==> src/rtl/bus_master.sv <==
// bus_master: single-outstanding request/response bus master driving an address decoder and up to 7 devices.
// Optional ack timeout is enabled by defining BUS_TIMEOUT_EN.
module bus_master #(
    parameter int TIMEOUT_CYCLES = 16
) (
    input  logic          clk,
    input  logic          rst_n,
    input  logic          req_valid,
    output logic          req_ready,
    input  logic          req_we,
    input  logic [15:0]   req_addr,
    input  logic [15:0]   req_wdata,
    output logic          rsp_valid,
    input  logic          rsp_ready,
    output logic [15:0]   rsp_rdata,
    output logic          rsp_err,
    output logic          bus_rd,
    output logic          bus_wr,
    output logic [15:0]   bus_addr,
    output logic [15:0]   bus_wdata,
    input  logic          bus_hit,
    input  logic [2:0]    bus_did,
    input  logic [6:0]    dev_ack,
    input  logic [111:0]  dev_rdata
);
    typedef enum logic [1:0] {IDLE, BUS, RESP} state_t;

    if (TIMEOUT_CYCLES < 2 || TIMEOUT_CYCLES > 255) begin : g_bad_timeout
        $error("TIMEOUT_CYCLES must be in 2..255");
    end

    state_t        r_state;
    logic          r_req_ready;
    logic          r_rsp_valid;
    logic          r_rsp_err;
    logic [15:0]   r_rsp_rdata;
    logic          r_bus_rd;
    logic          r_bus_wr;
    logic [15:0]   r_bus_addr;
    logic [15:0]   r_bus_wdata;

    // Device id 7 maps to a padded zero slot so it can never ack or return data.
    logic [7:0]    w_ack_vec;
    logic [127:0]  w_rdata_vec;
    logic          w_miss;
    logic          w_ack;
    logic          w_timeout;
    logic [15:0]   w_sel_rdata;

    assign w_ack_vec   = {1'b0, dev_ack};
    assign w_rdata_vec = {16'h0000, dev_rdata};
    assign w_miss      = !bus_hit || bus_did == 3'd7;
    assign w_ack       = !w_miss && w_ack_vec[bus_did];
    assign w_sel_rdata = w_rdata_vec[{bus_did, 4'b0000} +: 16];

`ifdef BUS_TIMEOUT_EN
    logic [7:0]    r_cnt;
    // An ack arriving on the last allowed cycle wins over the timeout.
    assign w_timeout = !w_ack && r_cnt == 8'(TIMEOUT_CYCLES - 1);
`else
    assign w_timeout = 1'b0;
`endif

    // Main FSM: accept one request, run it on the bus, hold the response until taken.
    always_ff @(posedge clk or negedge rst_n) begin
        if (!rst_n) begin
            r_state     <= IDLE;
            r_req_ready <= 1'b0;
            r_rsp_valid <= 1'b0;
            r_rsp_err   <= 1'b0;
            r_rsp_rdata <= 16'h0000;
            r_bus_rd    <= 1'b0;
            r_bus_wr    <= 1'b0;
            r_bus_addr  <= 16'h0000;
            r_bus_wdata <= 16'h0000;
`ifdef BUS_TIMEOUT_EN
            r_cnt       <= 8'h00;
`endif
        end else begin
            case (r_state)
                IDLE: begin
                    r_req_ready <= 1'b1;
                    if (req_valid && r_req_ready) begin
                        r_req_ready <= 1'b0;
                        r_bus_addr  <= req_addr;
                        r_bus_wdata <= req_wdata;
                        r_bus_rd    <= !req_we;
                        r_bus_wr    <= req_we;
                        r_state     <= BUS;
`ifdef BUS_TIMEOUT_EN
                        r_cnt       <= 8'h00;
`endif
                    end
                end
                BUS: begin
                    if (w_miss || w_ack || w_timeout) begin
                        r_bus_rd    <= 1'b0;
                        r_bus_wr    <= 1'b0;
                        r_rsp_valid <= 1'b1;
                        r_rsp_err   <= !w_ack;
                        r_rsp_rdata <= (w_ack && r_bus_rd) ? w_sel_rdata : 16'h0000;
                        r_state     <= RESP;
                    end
`ifdef BUS_TIMEOUT_EN
                    else begin
                        r_cnt <= r_cnt + 8'h01;
                    end
`endif
                end
                RESP: begin
                    if (rsp_ready) begin
                        r_rsp_valid <= 1'b0;
                        r_req_ready <= 1'b1;
                        r_state     <= IDLE;
                    end
                end
                default: r_state <= IDLE;
            endcase
        end
    end

    assign req_ready = r_req_ready;
    assign rsp_valid = r_rsp_valid;
    assign rsp_err   = r_rsp_err;
    assign rsp_rdata = r_rsp_rdata;
    assign bus_rd    = r_bus_rd;
    assign bus_wr    = r_bus_wr;
    assign bus_addr  = r_bus_addr;
    assign bus_wdata = r_bus_wdata;
endmodule

==> config.mk <==
export PLATFORM = sky130hd
export DESIGN_NAME = bus_master
export DESIGN_NICKNAME = d
export VERILOG_FILES = /design/src/rtl/bus_master.sv
export SDC_FILE = /design/constraint.sdc
export NUM_CORES = 1
export LEC_CHECK = 0
export ABC_AREA = 0
export CORE_ASPECT_RATIO = 0.8
export CORE_MARGIN = 1
export CORE_UTILIZATION = 37
export CTS_CLUSTER_SIZE = 10
export DETAILED_ROUTE_END_ITERATION = 8
export PLACE_DENSITY = 0.82
export SETUP_SLACK_MARGIN = 0.05
export SLEW_MARGIN = 40
export SYNTH_ARGS = -nofsm -noshare
export SYNTH_HDL_FRONTEND = slang
export SYNTH_SLANG_ARGS = --single-unit
==> constraint.sdc <==
create_clock -name clk -period 1.8 [get_ports clk]
set_input_delay 0.36 -clock clk [delete_from_list [all_inputs] [get_ports clk]]
set_output_delay 0.36 -clock clk [all_outputs]
set_load 0.005 [all_outputs]
Yosys cells after proc, flatten, opt, wreduce, memory -nomap -nowiden:

Cells that the tools add are included.

* bits in registers: 55
* input port bits: 160
* output and inout bits: 53

* order comparisons: 1
* eq/ne operators: 6
* shifts and indexed selects: 1
* muxes and demuxes: 18
* reductions and logical operators: 19

Operator list (number)
* 128-bit by 8-bit indexed part select with 16-bit output: 1
* 16-bit two-way mux: 1
* 3-bit AND reduction: 3
* 1-bit two-way mux: 8
* 1-bit case mux with 2 select lines: 4
* 2-bit two-way mux: 3
* 2-bit != test (second input constant): 3
* 2-bit case mux with 3 select lines: 1
* 2-bit AND reduction: 3
* 2-bit nonzero test: 3
* 1-bit logical NOT: 4
* 3-bit by 4-bit less-than comparator with 1-bit output (second input constant): 1
* 1-bit binary-select mux with 3-bit select: 1
* 3-bit == test (second input constant): 1
* 1-bit logical AND: 3
* 2-bit by 1-bit == test with 1-bit output (second input constant): 1
* 2-bit == test (second input constant): 1
* 2-bit logical NOT: 1
* 1-bit logical OR: 2

Longest topological paths before layout:

* word-level depth: 7
* gate-level depth with buffers: 8
* gate-level depth less buffers: 4

Worst setup path after synthesis:

OpenSTA, ideal clock, no wires.

* path kind: in2reg
* start point: input port bus_did[1]
* end point: register r_rsp_rdata[10], in the netlist rsp_rdata[10]
* arrival time: 1.665 ns
* required time: 1.668 ns
* slack: 0.004 ns
* stages on the path: 7
* buffers on the path: 3
* path through: buf_2 mux2_2 a221oi_2 or3_1 buf_2 buf_6 o211ai_2

* word-level cells in the longest chain between the ends: 6

Ends and longest elaborated chain
* start: declaration: line 22 `input logic [2:0] bus_did,`
* parallel branches: the longest is 6 deep, another holds 128-bit by 8-bit indexed part select with 16-bit output
* end signal: assignment: line 101 `r_rsp_rdata <= (w_ack && r_bus_rd) ? w_sel_rdata : 16'h0000;`
* end: declaration: line 36 `logic [15:0] r_rsp_rdata;`

Several ways; the timed one is not identified. The select of a mux whose other input is x is not followed.
A chain may end at the register's enable or synchronous reset.

Worst setup path in the final report:

* start point: input port bus_did[2]
* end point: register r_rsp_rdata[0], in the netlist rsp_rdata[0]

The elaborated chain is that of the path after synthesis.

==> flow_metrics.env <==
export IMPL_relSlewSlack_pct=76.4
export IMPL_cts_clk_slew_worst_paths_ps=90
export IMPL_rsz0062_at_grt="no"
export IMPL_syn_to_final_growth_pct=75.9
export IMPL_hold_viol=0
export IMPL_p_leak_nw=2.32
export IMPL_track_usage_pct=21.3
export IMPL_fmax_mhz=594
export IMPL_grt_overflow=0
export IMPL_min_path_type="in2async"
export IMPL_dp_hpwl_um=8040
export IMPL_rows=30
export IMPL_yosysMostFrequentCell="dfrtp_1"
export IMPL_synthArstFlopShare_pct=100
export IMPL_grt_pass1_wl_um=15400
export IMPL_cp_start_kind="input port"
export IMPL_cts_tree="done"
export IMPL_post_route_cell_area_mm2=0.00575
export IMPL_synth_edf_count=0
export IMPL_clock_skew_ps=7.92
export IMPL_path_class="in2reg"
export IMPL_clock_path_buffers=2
export IMPL_ys_ff_latch=55
export IMPL_clock_sinks=55
export IMPL_drt_iter0_drc=132
export IMPL_ys_flop_type="dfrtp_1"
export IMPL_cts_buffers=5
export IMPL_syn_inst=260
export IMPL_synth_area_leaders="dfrtp_1 (42%), mux2_2 (11%), mux4_2 (11%)"
export IMPL_placed_cell_area_mm2=0.00566
export IMPL_ctsHoldBuffers=0
export IMPL_antenna_left=0
export IMPL_antenna_found_initial=0
export IMPL_cp_end_kind="flip-flop"
export IMPL_ys_top_cells_by_count="dfrtp_1 (55), mux2i_1 (35), mux2_2 (33)"
export IMPL_die_h_um=86.1
export IMPL_synthDistinctLibCells=29
export IMPL_die_area_mm2=0.00922
export IMPL_crit_buf_inv=2
export IMPL_postLayoutCoreUtil_pct=67.5
export IMPL_syn_nets=420
export IMPL_critPathMaxStageDelay_ps=510
export IMPL_num_antenna_cells=0
export IMPL_drt_wirelength_per_cell_um=17.2
export IMPL_vias=3020
export IMPL_h_tree_depth=2
export IMPL_drv_cap=0
export IMPL_pre_cts_ws_ps=-237
export IMPL_core_area_mm2=0.00852
export IMPL_worst_slack_ps=117
export IMPL_port_buffers=212
export IMPL_synth_area_mm2=0.00327
export IMPL_n_fill_cell=652
export IMPL_yosysTopAreaCell="dfrtp_1"
export IMPL_nets=634
export IMPL_via_per_inst=5.14
export IMPL_path_max_fanout=16
export IMPL_yosys_warnings=0
export IMPL_arrival_ps=1900
export IMPL_crit_slowest_cell="clkdlybuf4s50_1"
export IMPL_die_x_um=107
export IMPL_status="completed"
export IMPL_dr_pass1_iters=4
export IMPL_clock_latency_ps=310
export IMPL_tightest_slew_ps=354
export IMPL_setup_viol=0
export IMPL_synth_area_per_cell_um2=12.6
export IMPL_critPathTopFamily="buffers and inverters"
export IMPL_cts_root_buf="clkbuf_8"
export IMPL_peakVddDrop_mv=0.756
export IMPL_initial_core_util_pct=38.4
export IMPL_drc=0
export IMPL_powerDensity_mw_per_mm2=1060
export IMPL_reg2reg_slack_ps=150
export IMPL_layout_drive_gt1_share_pct=19.8
export IMPL_routed_wl_um=10100
export IMPL_grt_pass1_vias=3068
export IMPL_cts_setup_buffers=0
export IMPL_fin_crit_ps=1680
export IMPL_ios=213
export IMPL_final_cells=587
export IMPL_place_congestion=0.777
export IMPL_grt_max_degree=56
export IMPL_finalCritPeriodShare_pct=93.5
export IMPL_slew_viol_final=0
export IMPL_worstPathRequired_ps=2020
export IMPL_synth_top_area_share_pct=42.1
export IMPL_cp_cell_sequence="clkdlybuf4s50_1 > nor2_1 > a22o_1 > or3_4 > buf_12 > o211ai_1"
export IMPL_place_inst=579
export IMPL_seq_area_frac_synth_pct=42.1
[final timing paths]
path	from	cells past startpoint	to
max in group asynchronous	rst_n	2	rsp_rdata[8]
hold / removal	rst_n	2	bus_addr[4]
setup / recovery	bus_did[2]	6	rsp_rdata[0]
hold reg to reg	bus_wdata[9]	1	bus_wdata[9]
min in group clk	bus_wdata[9]	1	bus_wdata[9]
setup reg to reg	r_state[0]	5	rsp_rdata[0]
[metrics by stage]
step	setup TNS (ps)	total power [W]	hold slack, ps
2_1_floorplan	0	0.00349	64.4
3_3_place_gp	-4360	0.00535	379
3_5_place_dp	-5040	0.00547	381
4_1_cts	0	0.00615	45.8
5_1_grt	0	0.00650	43.1
6_report	0	0.00609	36.5
[worst reg2reg max path: cells and delay by family, from the launching register on]
kind                   cells  cell delay, ps
DFF                        1             480
AOI/OAI and AO/OA          1             190
and+or+nand+nor            3             730
buffers and inverters      1             160
[logic make-up after synthesis]
family                 Yosys count  synth area share, %
AO/OA/AOI/OAI                   62                 16.0
buffers and inverters           29                 4.40
flip-flops                      55                 42.1
multiplexers                    84                 33.1
AND/OR/NAND/NOR                 30                 4.40
[layer usage]
layer | routed length, um | GRT usage [%] | vias to the layer above
met2 | 4860 | 34.8 | 118
met1 | 4320 | 28.5 | 1464
met5 | 0 | 0 | -
li1 | - | - | 1425
met3 | 784 | 5.85 | 13
met4 | 114 | 3.99 | 0
[state kept, by name, indices dropped and copies added, names as in the netlist]
| signal | cells |
|---|---|
| bus_addr | 16 |
| bus_wdata | 16 |
| rsp_rdata | 16 |
| r_state | 2 |
| bus_rd | 1 |
| bus_wr | 1 |
| req_ready | 1 |
| rsp_err | 1 |
| rsp_valid | 1 |
[report_power, final]
| group | leakage (nW) | switching [W] | total (W) | internal [W] |
|---|---|---|---|---|
| clock | 0.0412 | 0.000393 | 0.000666 | 0.000273 |
| combinational | 1.62 | 0.00105 | 0.00318 | 0.00213 |
| sequential | 0.661 | 0.000397 | 0.00224 | 0.00184 |
| total | 2.32 | 0.00184 | 0.00609 | 0.00425 |
[final cells by class]
cell class / instances / area [um^2] / share of cell area [%]
clock buffer: 6 / 72.6 / 1.26
clock inverter: 2 / 12.5 / 0.218
inverter: 3 / 11.3 / 0.196
multi-input combinational: 176 / 1770 / 30.8
sequential: 55 / 1380 / 23.9
tap: 112 / 140 / 2.44
timing repair buffer: 233 / 2360 / 41.1
[cells in the final DEF, fill, tap and decap left out]
| master | netlist | routed |
|---|---|---|
| or3_4 | 0 | 1 |
| buf_4 | 1 | 13 |
| a221oi_2 | 1 | 1 |
| o21a_1 | 1 | 1 |
| clkinvlp_4 | 0 | 1 |
| o2bb2ai_1 | 16 | 16 |
| nand2_1 | 18 | 18 |
| nor2b_1 | 4 | 3 |
| a21o_1 | 1 | 1 |
| mux2i_1 | 35 | 35 |
| nor2_1 | 2 | 2 |
| o211ai_1 | 22 | 22 |
| a22o_1 | 1 | 1 |
| nor4bb_4 | 0 | 1 |
| clkinv_2 | 0 | 1 |
| o31ai_1 | 1 | 1 |
| a21oi_1 | 3 | 3 |
| nor2b_2 | 0 | 1 |
| clkdlybuf4s50_1 | 0 | 209 |
| nand4b_1 | 1 | 1 |
| mux2_2 | 33 | 33 |
| o211ai_2 | 10 | 10 |
| clkbuf_1 | 8 | 1 |
| o22ai_1 | 1 | 1 |
| inv_1 | 3 | 3 |
| buf_12 | 0 | 8 |
| dfrtp_1 | 55 | 55 |
| o21ai_0 | 5 | 5 |
| buf_2 | 13 | 3 |
| and3_1 | 1 | 1 |
| clkbuf_8 | 0 | 5 |
| nand2b_1 | 2 | 2 |
| mux4_2 | 16 | 16 |
[what timing repair did]
item                                    4_1_cts  5_1_grt
endpoints found under the setup margin        0       16
hold endpoints to repair                      0        0
gates resized for setup                       0        2
(Power assumes the default switching activity.)
